$ cat src/rtl/lcg_pkg.sv
// lcg_pkg: shared constants, FSM encoding and helpers for the LCG seed-range scanner.
//   LCG_W / LCG_LANES / LCG_LAT : default seed width, lane count, lane latency
//   lcg_state_e                 : scan controller state encoding
//   idx_width()                 : bit width needed to index n lanes (minimum 1)
package lcg_pkg;

   localparam int unsigned LCG_W     = 32;
   localparam int unsigned LCG_LANES = 4;
   localparam int unsigned LCG_LAT   = 3;

   typedef enum logic [1:0] {
      ST_IDLE  = 2'd0,
      ST_SCAN  = 2'd1,
      ST_DRAIN = 2'd2,
      ST_DONE  = 2'd3
   } lcg_state_e;

   function automatic int unsigned idx_width(input int unsigned n);
      return (n > 1) ? $clog2(n) : 1;
   endfunction

endpackage

$ cat src/rtl/lcg_scan_pipe.sv
// lcg_scan_pipe: LAT-deep delay line of issued batches (base seed + lane-valid
// mask) so returning lane hits can be matched back to the seeds that caused them.
//   i_clk, i_rst   : clock, synchronous active-high reset
//   i_flush        : clear every stage (abort)
//   i_base, i_mask : batch presented on the lane outputs this cycle
//   o_base, o_mask : batch issued LAT cycles ago, aligned with lane hits
//   o_empty_c      : no valid batch held in any stage
module lcg_scan_pipe
   import lcg_pkg::*;
#(
   parameter int unsigned W     = LCG_W,
   parameter int unsigned LANES = LCG_LANES,
   parameter int unsigned LAT   = LCG_LAT
) (
   input  logic             i_clk,
   input  logic             i_rst,
   input  logic             i_flush,
   input  logic [W-1:0]     i_base,
   input  logic [LANES-1:0] i_mask,
   output logic [W-1:0]     o_base,
   output logic [LANES-1:0] o_mask,
   output logic             o_empty_c
);

   logic [W-1:0]     r_base [LAT];
   logic [LANES-1:0] r_mask [LAT];

   // Shift register; stage 0 captures the batch currently on the lane outputs.
   always_ff @(posedge i_clk) begin
      if (i_rst || i_flush) begin
         for (int s = 0; s < int'(LAT); s++) begin
            r_base[s] <= '0;
            r_mask[s] <= '0;
         end
      end else begin
         r_base[0] <= i_base;
         r_mask[0] <= i_mask;
         for (int s = 1; s < int'(LAT); s++) begin
            r_base[s] <= r_base[s-1];
            r_mask[s] <= r_mask[s-1];
         end
      end
   end

   // Empty when no stage carries a valid lane.
   always_comb begin
      o_empty_c = 1'b1;
      for (int s = 0; s < int'(LAT); s++) begin
         if (|r_mask[s]) o_empty_c = 1'b0;
      end
   end

   assign o_base = r_base[LAT-1];
   assign o_mask = r_mask[LAT-1];

endmodule

$ cat src/rtl/lcg_scan_ctrl.sv
// lcg_scan_ctrl: sweeps an inclusive seed range [seed_lo, seed_hi] across LANES
// parallel checker lanes and reports the lowest seed whose lane signals a hit.
//   i_clk, i_rst     : clock, synchronous active-high reset
//   i_start          : begin a scan (accepted in IDLE or DONE)
//   i_seed_lo/hi     : inclusive range, sampled on an accepted start
//   i_abort          : only with LCG_SCAN_ABORT_EN defined; ends a scan, found=0
//   o_lane_seed      : per-lane candidate, lane i at [i*W +: W]
//   o_lane_valid     : per-lane issue strobe
//   i_lane_hit       : per-lane result, LAT cycles after the matching strobe
//   o_busy / o_done  : scanning-or-draining / finished (level)
//   o_found          : a hit was recorded (valid while done)
//   o_found_seed     : lowest matching seed (valid while done and found)
module lcg_scan_ctrl
   import lcg_pkg::*;
#(
   parameter int unsigned W     = LCG_W,
   parameter int unsigned LANES = LCG_LANES,
   parameter int unsigned LAT   = LCG_LAT
) (
   input  logic               i_clk,
   input  logic               i_rst,
   input  logic               i_start,
   input  logic [W-1:0]       i_seed_lo,
   input  logic [W-1:0]       i_seed_hi,
`ifdef LCG_SCAN_ABORT_EN
   input  logic               i_abort,
`endif
   output logic [LANES*W-1:0] o_lane_seed,
   output logic [LANES-1:0]   o_lane_valid,
   input  logic [LANES-1:0]   i_lane_hit,
   output logic               o_busy,
   output logic               o_done,
   output logic               o_found,
   output logic [W-1:0]       o_found_seed
);

   localparam int unsigned PW = W + 1;
   localparam int unsigned IW = idx_width(LANES);

   lcg_state_e         r_state, w_state_nxt;
   logic [W:0]         r_ptr, w_ptr_nxt;
   logic [W-1:0]       r_seed_hi, w_seed_hi_nxt;
   logic [LANES*W-1:0] r_lane_seed, w_lane_seed_nxt;
   logic [LANES-1:0]   r_lane_valid, w_lane_valid_nxt;
   logic               r_busy, w_busy_nxt;
   logic               r_done, w_done_nxt;
   logic               r_found, w_found_nxt;
   logic [W-1:0]       r_found_seed, w_found_seed_nxt;

   logic               w_issue;
   logic [W:0]         w_issue_ptr;
   logic [W-1:0]       w_issue_hi;
   logic               w_flush;
   logic               w_active;
   logic [W-1:0]       w_pipe_base;
   logic [LANES-1:0]   w_pipe_mask;
   logic               w_pipe_empty;
   logic [LANES-1:0]   w_hit_mask;
   logic               w_hit_any;
   logic [IW-1:0]      w_hit_idx;

   // In-flight batches, fed from the registered lane outputs.
   lcg_scan_pipe #(
      .W     (W),
      .LANES (LANES),
      .LAT   (LAT)
   ) u_pipe (
      .i_clk     (i_clk),
      .i_rst     (i_rst),
      .i_flush   (w_flush),
      .i_base    (r_lane_seed[W-1:0]),
      .i_mask    (r_lane_valid),
      .o_base    (w_pipe_base),
      .o_mask    (w_pipe_mask),
      .o_empty_c (w_pipe_empty)
   );

   // Hits count only for lanes actually issued, and only while a scan is live.
   assign w_active   = (r_state == ST_SCAN) || (r_state == ST_DRAIN);
   assign w_hit_mask = i_lane_hit & w_pipe_mask & {LANES{w_active}};
   assign w_hit_any  = |w_hit_mask;

   // Lowest hitting lane wins within a batch.
   always_comb begin
      w_hit_idx = '0;
      for (int i = int'(LANES) - 1; i >= 0; i--) begin
         if (w_hit_mask[i]) w_hit_idx = IW'(i);
      end
   end

   // Next-state, issue and result logic.
   always_comb begin
      w_state_nxt      = r_state;
      w_ptr_nxt        = r_ptr;
      w_seed_hi_nxt    = r_seed_hi;
      w_found_nxt      = r_found;
      w_found_seed_nxt = r_found_seed;
      w_lane_seed_nxt  = r_lane_seed;
      w_lane_valid_nxt = '0;
      w_issue          = 1'b0;
      w_issue_ptr      = r_ptr;
      w_issue_hi       = r_seed_hi;
      w_flush          = 1'b0;
      w_busy_nxt       = 1'b0;
      w_done_nxt       = 1'b0;

      case (r_state)
         ST_IDLE, ST_DONE: begin
            if (i_start) begin
               w_found_nxt      = 1'b0;
               w_found_seed_nxt = '0;
               w_seed_hi_nxt    = i_seed_hi;
               if (i_seed_lo <= i_seed_hi) begin
                  w_state_nxt = ST_SCAN;
                  w_issue     = 1'b1;
                  w_issue_ptr = {1'b0, i_seed_lo};
                  w_issue_hi  = i_seed_hi;
               end else begin
                  w_state_nxt = ST_DONE;
               end
            end
         end
         ST_SCAN: begin
            // r_ptr already points past the batch on the outputs; beyond hi
            // means that batch contained the last seed.
            if (w_hit_any) begin
               w_found_nxt      = 1'b1;
               w_found_seed_nxt = w_pipe_base + W'(w_hit_idx);
               w_state_nxt      = ST_DRAIN;
            end else if (r_ptr > PW'(r_seed_hi)) begin
               w_state_nxt = ST_DRAIN;
            end else begin
               w_issue = 1'b1;
            end
         end
         ST_DRAIN: begin
            // Batches return in issue order, so the first hit is the lowest.
            if (w_hit_any && !r_found) begin
               w_found_nxt      = 1'b1;
               w_found_seed_nxt = w_pipe_base + W'(w_hit_idx);
            end
            if (w_pipe_empty) w_state_nxt = ST_DONE;
         end
         default: w_state_nxt = ST_IDLE;
      endcase

`ifdef LCG_SCAN_ABORT_EN
      if (i_abort && w_active) begin
         w_state_nxt = ST_DONE;
         w_found_nxt = 1'b0;
         w_issue     = 1'b0;
         w_flush     = 1'b1;
      end
`endif

      // Candidates are formed in W+1 bits so a range ending at all-ones
      // masks the overflowing lanes instead of wrapping to seed 0.
      if (w_issue) begin
         for (int i = 0; i < int'(LANES); i++) begin
            w_lane_seed_nxt[i*W +: W] = W'(w_issue_ptr + PW'(i));
            w_lane_valid_nxt[i]       = (w_issue_ptr + PW'(i)) <= PW'(w_issue_hi);
         end
         w_ptr_nxt = w_issue_ptr + PW'(LANES);
      end

      w_busy_nxt = (w_state_nxt == ST_SCAN) || (w_state_nxt == ST_DRAIN);
      w_done_nxt = (w_state_nxt == ST_DONE);
   end

   // State and output registers.
   always_ff @(posedge i_clk) begin
      if (i_rst) begin
         r_state      <= ST_IDLE;
         r_ptr        <= '0;
         r_seed_hi    <= '0;
         r_lane_seed  <= '0;
         r_lane_valid <= '0;
         r_busy       <= 1'b0;
         r_done       <= 1'b0;
         r_found      <= 1'b0;
         r_found_seed <= '0;
      end else begin
         r_state      <= w_state_nxt;
         r_ptr        <= w_ptr_nxt;
         r_seed_hi    <= w_seed_hi_nxt;
         r_lane_seed  <= w_lane_seed_nxt;
         r_lane_valid <= w_lane_valid_nxt;
         r_busy       <= w_busy_nxt;
         r_done       <= w_done_nxt;
         r_found      <= w_found_nxt;
         r_found_seed <= w_found_seed_nxt;
      end
   end

   assign o_lane_seed  = r_lane_seed;
   assign o_lane_valid = r_lane_valid;
   assign o_busy       = r_busy;
   assign o_done       = r_done;
   assign o_found      = r_found;
   assign o_found_seed = r_found_seed;

endmodule
$ cat config.mk
export PLATFORM = sky130hd
export DESIGN_NAME = lcg_scan_ctrl
export DESIGN_NICKNAME = d
export VERILOG_FILES = /design/src/rtl/lcg_pkg.sv /design/src/rtl/lcg_scan_pipe.sv /design/src/rtl/lcg_scan_ctrl.sv
export SDC_FILE = /design/constraint.sdc
export NUM_CORES = 1
export LEC_CHECK = 0
export CORE_MARGIN = 3
export CORE_UTILIZATION = 40
export DETAILED_ROUTE_END_ITERATION = 16
export GPL_TIMING_DRIVEN = 0
export SYNTH_ARGS = -nofsm -noshare
export SYNTH_HDL_FRONTEND = slang
export SYNTH_SLANG_ARGS = --single-unit
$ cat constraint.sdc
create_clock -name i_clk -period 8.4 [get_ports i_clk]
set_clock_uncertainty 0.05 [all_clocks]
set_input_delay 0.84 -clock i_clk [delete_from_list [all_inputs] [get_ports i_clk]]
set_output_delay 0.84 -clock i_clk [all_outputs]
set_load 0.02 [all_outputs]
Word level (Yosys, flattened, before mapping)
Memory sizes are Yosys's and may differ from the RTL's.
Cells that the tools add are included.
{"block": "word_totals", "in_bits": 71, "reg_bits": 234, "ramBits": 108, "out_inout_bits": 167, "wordCells": 94, "memories": 2}
{"block": "classes", "add_sub_neg": 5, "muxes": 41, "order_cmp": 6, "bitwise": 9, "eq_ne": 9, "reduce_logical": 13}
{"name": "u_pipe.r_base", "words": 3, "width": 32, "read_ports": 3, "rd_clocked_by_memory_dff": 0, "wr": 3, "line": "lcg_scan_pipe.sv:25", "rtl": "logic [W-1:0] r_base [LAT];"}
{"name": "u_pipe.r_mask", "words": 3, "width": 4, "read_ports": 3, "rd_clocked_by_memory_dff": 0, "wr": 3, "line": "lcg_scan_pipe.sv:26", "rtl": "logic [LANES-1:0] r_mask [LAT];"}
{"op": "two-way mux 32 bit", "n": 9}
{"op": "less-or-equal comparator 33 x 32 -> 1 bit", "n": 4}
{"op": "two-way mux 33 bit", "n": 3}
{"op": "one-hot mux 32 bit (3 select lines)", "n": 1}
{"op": "adder 33 x 2 -> 33 bit (second input constant)", "n": 2}
{"op": "adder 33 x 1 -> 33 bit (second input constant)", "n": 1}
{"op": "adder 33 x 3 -> 33 bit (second input constant)", "n": 1}
{"op": "greater-than comparator 33 x 32 -> 1 bit", "n": 1}
{"op": "adder 32 x 2 -> 32 bit", "n": 1}
{"op": "less-or-equal comparator 32 bit", "n": 1}
{"op": "two-way mux 2 bit", "n": 9}
{"op": "OR reduction 4 bit", "n": 4}
{"op": "two-way mux 1 bit", "n": 13}
{"op": "two-way mux 4 bit", "n": 3}
{"op": "bitwise AND 4 bit", "n": 2}
{"op": "== test 2 bit (second input constant)", "n": 4}
{"op": "bitwise OR 1 bit", "n": 6}
{"op": "one-hot mux 2 bit (3 select lines)", "n": 1}
{"op": "== test 2 x 1 -> 1 bit (second input constant)", "n": 2}
{"op": "inequality test 2 bit (second input constant)", "n": 2}
{"op": "OR reduction 2 bit", "n": 2}
{"op": "one-hot mux 1 bit (3 select lines)", "n": 1}
{"op": "AND reduction 3 bit", "n": 1}
{"op": "zero test 2 bit", "n": 1}
{"op": "7 further kinds", "n": 8}

Depth between registers and ports, before layout
{"block": "logic_depth", "depth_word": 10, "ltp_mapped": 28, "ltp_nobuf": 26}

By module
A second synthesis with hierarchy kept.
{"block": "unflattened", "hier_cells": 2452, "area_unflattened_um2": 21131.5}
{"mod": "lcg_scan_ctrl", "area_each_um2": 17913.4, "instances": 1, "cells_per_inst": 2184, "seq_area_each_um2": 4604.4}
{"mod": "lcg_scan_pipe", "area_each_um2": 3218.1, "instances": 1, "cells_per_inst": 268, "seq_area_each_um2": 2162.1}

Worst setup path before layout
OpenSTA, ideal clock, no wires.
{"block": "synth_timing", "path_type": "input-to-reg", "start": "in i_seed_hi[1]", "end": "reg r_lane_valid[1] (netlist: o_lane_valid[1])", "setup_slack_ns": 2.451, "t_arrival_ns": 5.841, "t_required_ns": 8.292, "cell_stages": 27, "n_path_buf": 2, "setup_ns": 0.058, "cell_sequence": "inv_1 ha_1 nor2b_1 o211ai_1 a2111oi_0 or4b_1 a32oi_4 buf_4 mux2i_1 inv_1 ha_1 clkbuf_1 and3_1 nand2_1 nor2_1 mux2i_1 nor2_1 xnor2_1 ha_1 nor2b_1 o21ai_0 nand2b_1 nor4b_1 o21ai_0 a221o_1 o211ai_1 o211a_1"}
{"block": "synth_between", "elab_chain_cells": 6, "word_cells_on_any_way": 14, "cone_classes": "add/sub (1); order compare (2); mux (9); bitwise (1); reduce/logical (1)"}
{"element": "start, declared", "line": "lcg_scan_ctrl.sv:24", "rtl": "input logic [W-1:0] i_seed_hi,"}
{"element": "less-or-equal comparator 32 bit", "line": "lcg_scan_ctrl.sv:113", "rtl": "if (i_seed_lo <= i_seed_hi) begin"}
{"element": "two-way mux 33 bit", "line": "lcg_scan_ctrl.sv:113"}
{"element": "two-way mux 33 bit", "line": "lcg_scan_ctrl.sv:109", "rtl": "if (i_start) begin"}
{"element": "two-way mux 33 bit", "line": "lcg_scan_ctrl.sv:107", "rtl": "case (r_state)"}
{"element": "net w_issue_ptr[1]", "line": "lcg_scan_ctrl.sv:51", "rtl": "logic [W:0] w_issue_ptr;"}
{"element": "adder 33 x 1 -> 33 bit", "line": "lcg_scan_ctrl.sv:161", "rtl": "w_lane_valid_nxt[i] = (w_issue_ptr + PW'(i)) <= PW'(w_issue_hi);"}
{"element": "less-or-equal comparator 33 x 32 -> 1 bit", "line": "lcg_scan_ctrl.sv:161"}
{"element": "end signal, assigned", "line": "lcg_scan_ctrl.sv:187", "rtl": "r_lane_valid <= w_lane_valid_nxt;"}
{"element": "end, declared", "line": "lcg_scan_ctrl.sv:44", "rtl": "logic [LANES-1:0] r_lane_valid, w_lane_valid_nxt;"}
The timed path passes the listed nets, and every way through them passes these cells.
A chain may end at the register's enable or synchronous reset.

Final worst setup path
{"block": "layout_timing", "start": "in i_seed_lo[14]", "end": "reg r_lane_valid[2] (netlist: o_lane_valid[2])"}
{"block": "layout_between", "elab_chain_cells": 6, "word_cells_on_any_way": 14, "cone_classes": "add/sub (1); order compare (2); mux (9); bitwise (1); reduce/logical (1)"}
{"element": "start, declared", "line": "lcg_scan_ctrl.sv:23", "rtl": "input logic [W-1:0] i_seed_lo,"}
{"element": "less-or-equal comparator 32 bit", "line": "lcg_scan_ctrl.sv:113"}
{"element": "two-way mux 33 bit", "line": "lcg_scan_ctrl.sv:113"}
{"element": "two-way mux 33 bit", "line": "lcg_scan_ctrl.sv:109"}
{"element": "two-way mux 33 bit", "line": "lcg_scan_ctrl.sv:107"}
{"element": "net w_issue_ptr[2]", "line": "lcg_scan_ctrl.sv:51"}
{"element": "adder 33 x 2 -> 33 bit", "line": "lcg_scan_ctrl.sv:161"}
{"element": "less-or-equal comparator 33 x 32 -> 1 bit", "line": "lcg_scan_ctrl.sv:161"}
The timed path passes the listed nets, and every way through them passes these cells.

==> results.cfg <==
[final_layout]
n_fill_cell = 4841
seqCellArea_um2 = 6770
drive_gt1_frac = 0.0427
stdcell_count = 3358
final_common_cell = dfxtp_1
multi_input_area_um2 = 12100
fin_area_um2 = 24400
finalNetCount = 2940
final_cell_mix = dfxtp_1 (338), nor2_1 (253), clkdlybuf4s50_1 (236), nand2_1 (231), ha_1 (200)
syn2layout_area_growth_pct = 22.7

[sta]
rsz0062_at_grt = false
setup_viol = 0
hold_viol = 0
finalCritPeriodShare = 0.978
period_needed_ns = 8.22
worst_slew_pin_slew_ns = 1.56
finalMaxSlewViolations = 4
max_freq_ghz = 0.122
relSlewSlack = -0.0517

[routing]
first_pass_iters = 7
final_antenna_net_count = 0
drtIter0Drc = 1632
vias = 18900
finalWirelength_mm = 86.1
drc = 0
vias_per_cell = 5.63
avgRoutedWirePerCell_um = 25.6

[floorplan]
dieArea_um2 = 52400
fp.coreArea_um2 = 49100
fp.dieW_um = 229
start_util = 0.405
die_y_um = 229
boundaryPins = 238
rows = 81

[power_and_ir_drop]
peakVddDrop_mv = 0.188
leakage_nw = 9.88
p_per_area_nw_per_um2 = 360

[setup_path]
startpoint_type = input pin
critical_path_class = in -> reg
crit_fanout = 10
required_ns = 8.78
arrival_ns = 8.60
cp-end-kind = flop

[placement]
dp.cells = 3289
placed_area_um2 = 23100
post-dp-hpwl_mm = 70.4
gp_congestion = 1.07
io_buffers = 236

[logic_synthesis]
yosys_warnings = 0
synth-seq-cells = 338
synthFlopType = dfxtp_1
synth-seq-area-share = 0.341
async_flop_share = 0
synthCells = 2388
syn-num-nets = 2660
synth.avg_cell_area_um2 = 8.32
synth_area_um2 = 19900
synth_edf_count = 0
synth_cell_types = 66

[cts]
insertion_delay_ns = 0.58
cts_tree = yes
clk_pin_slew_ns = 0.06
cts.sinks = 338
cts_hold_buf = 0
clock_path_buffers = 3
htreeDepth = 2
numCtsBuffers = 39
root_buffer = clkbuf_16

[status]
violations = capacitance limit, slew limit
status = finished, violations left

[global_route]
grt_pass1_wl_mm = 124
grt-ovfl-total = 0
track_usage = 0.319
grt_pass1_vias = 18400
grt_max_degree = 15
antenna_found_initial = 3

[run]
cap_viol_max_count = 2

[worst_hold_path]
hold_class = reg -> reg
[cells in the mapped netlist, types with 5 or more instances]
cell type,count,area (µm²)
buf_1,10,37.5
a22o_1,58,508
clkbuf_1,96,360
nor3_1,53,265
nor3b_1,8,60.1
xor2_1,40,350
a21o_1,57,428
and2_1,10,62.6
and4_1,8,70.1
inv_1,113,424
nand2b_1,14,87.6
mux2_2,7,78.8
a2111oi_0,5,43.8
a31oi_1,9,56.3
nor4_1,11,68.8
nor2b_1,134,838
o21a_1,7,52.6
nand2_1,231,867
dfxtp_1,338,6770
o211ai_1,5,37.5
a22oi_1,34,255
a211oi_1,56,420
o21ai_0,52,260
buf_2,18,90.1
nand4_1,62,388
a21oi_1,157,786
or3_1,5,31.3
buf_4,8,60.1
mux2i_1,63,631
xnor2_1,115,1010
nand3_1,65,325
nor2_1,253,950
ha_1,200,2500
and3_1,25,156
[layout make-up]
| cell class | instances | area share |
|---|---|---|
| Tap cell | 664 | 0.0341 |
| Clock buffer | 53 | 0.0451 |
| Clock inverter | 13 | 0.00534 |
| Inverter | 116 | 0.0180 |
| Multi-Input combinational cell | 1798 | 0.497 |
| Buffer | 135 | 0.0242 |
| Sequential cell | 338 | 0.278 |
| Antenna cell | 1 | 0.000103 |
| Timing Repair Buffer | 240 | 0.0987 |
[per-layer routing]
metal	global-route usage	share of wire	up-vias
li1	-	-	8892
met1	0.400	0.41	8996
met2	0.518	0.45	804
met3	0.0657	0.076	223
met4	0.170	0.061	4
met5	0	0.00022	-
[sequential cells by signal (all words and copies together), names as in the netlist]
name,flops
o_done,1
u_pipe.r_base,96
o_lane_valid,4
r_seed_hi,32
r_state,2
o_lane_seed,124
o_found_seed,32
o_busy,1
o_found,1
u_pipe.r_mask,12
r_ptr,33
[final timing paths]
kind	to	from	slack (ns)	cells past startpoint
setup reg to reg	o_lane_valid[2]	r_state[0]	0.69	25
hold / removal	u_pipe.r_base[0][72]	u_pipe.r_base[0][40]	0.38	1
hold reg to reg	u_pipe.r_base[0][72]	u_pipe.r_base[0][40]	0.38	1
setup / recovery	o_lane_valid[2]	i_seed_lo[14]	0.18	25
[critical path, stage by stage]
cell,delay (ns)
clkdlybuf4s50_1,0.72
ha_1,0.49
nand4_1,0.22
or4_1,0.60
nor2_1,0.14
nand2_1,0.12
a32oi_4,0.28
buf_12,0.16
buf_4,0.24
mux2i_2,0.51
inv_1,0.18
ha_1,0.23
clkbuf_1,0.20
nand3_1,0.32
nor2_1,0.18
mux2i_1,0.39
o31ai_1,0.15
nor3_2,0.40
ha_1,0.21
nand4_1,0.20
nor4_2,0.60
o21ai_0,0.42
a31oi_1,0.37
a2111oi_1,0.09
clkdlybuf4s18_2,0.30
[metrics by stage]
| stage | hold WS [ns] | power, W | utilization | setup slack (ns) | setup TNS (ns) |
|---|---|---|---|---|---|
| 3_5_place_dp | 0.372 | 0.00702 | 0.470 | -1.12 | -2.28 |
| 5_1_grt | 0.394 | 0.00928 | 0.497 | 0.134 | 0 |
| 2_1_floorplan | 0.364 | 0.00499 | - | 2.45 | 0 |
| 3_3_place_gp | 0.366 | 0.00694 | 0.470 | -1.95 | -3.21 |
| 6_report | 0.379 | 0.00879 | 0.497 | 0.181 | 0 |
| 4_1_cts | 0.383 | 0.00870 | 0.496 | 0.0266 | 0 |
[power by group]
| group | switching [W] | internal, W |
|---|---|---|
| clock | 0.000721 | 0.000929 |
| sequential | 0.000248 | 0.00192 |
| combinational | 0.00329 | 0.00168 |
[timing repair]
item / in CTS / in global routing
setup endpoints to repair: 3 / 3
gates resized for setup: 4 / 5
pin swaps: 0 / 1
buffers inserted: 0 / 3
[logic make-up (layout without fill, tap and decap cells)]
family                   after synthesis  after routing  synth area share
multiplexers                          71             71            0.0364
flip-flops                           338            338             0.341
AO/OA/AOI/OAI                        478            478             0.160
other                                  0              1                 0
XOR/XNOR                             155            155            0.0683
AND/OR/NAND/NOR                      893            893             0.216
buffers and inverters                252            557            0.0518
adder cells (fa/ha/maj)              201            201             0.127
No activity file was read; power rests on OpenSTA's default activity.
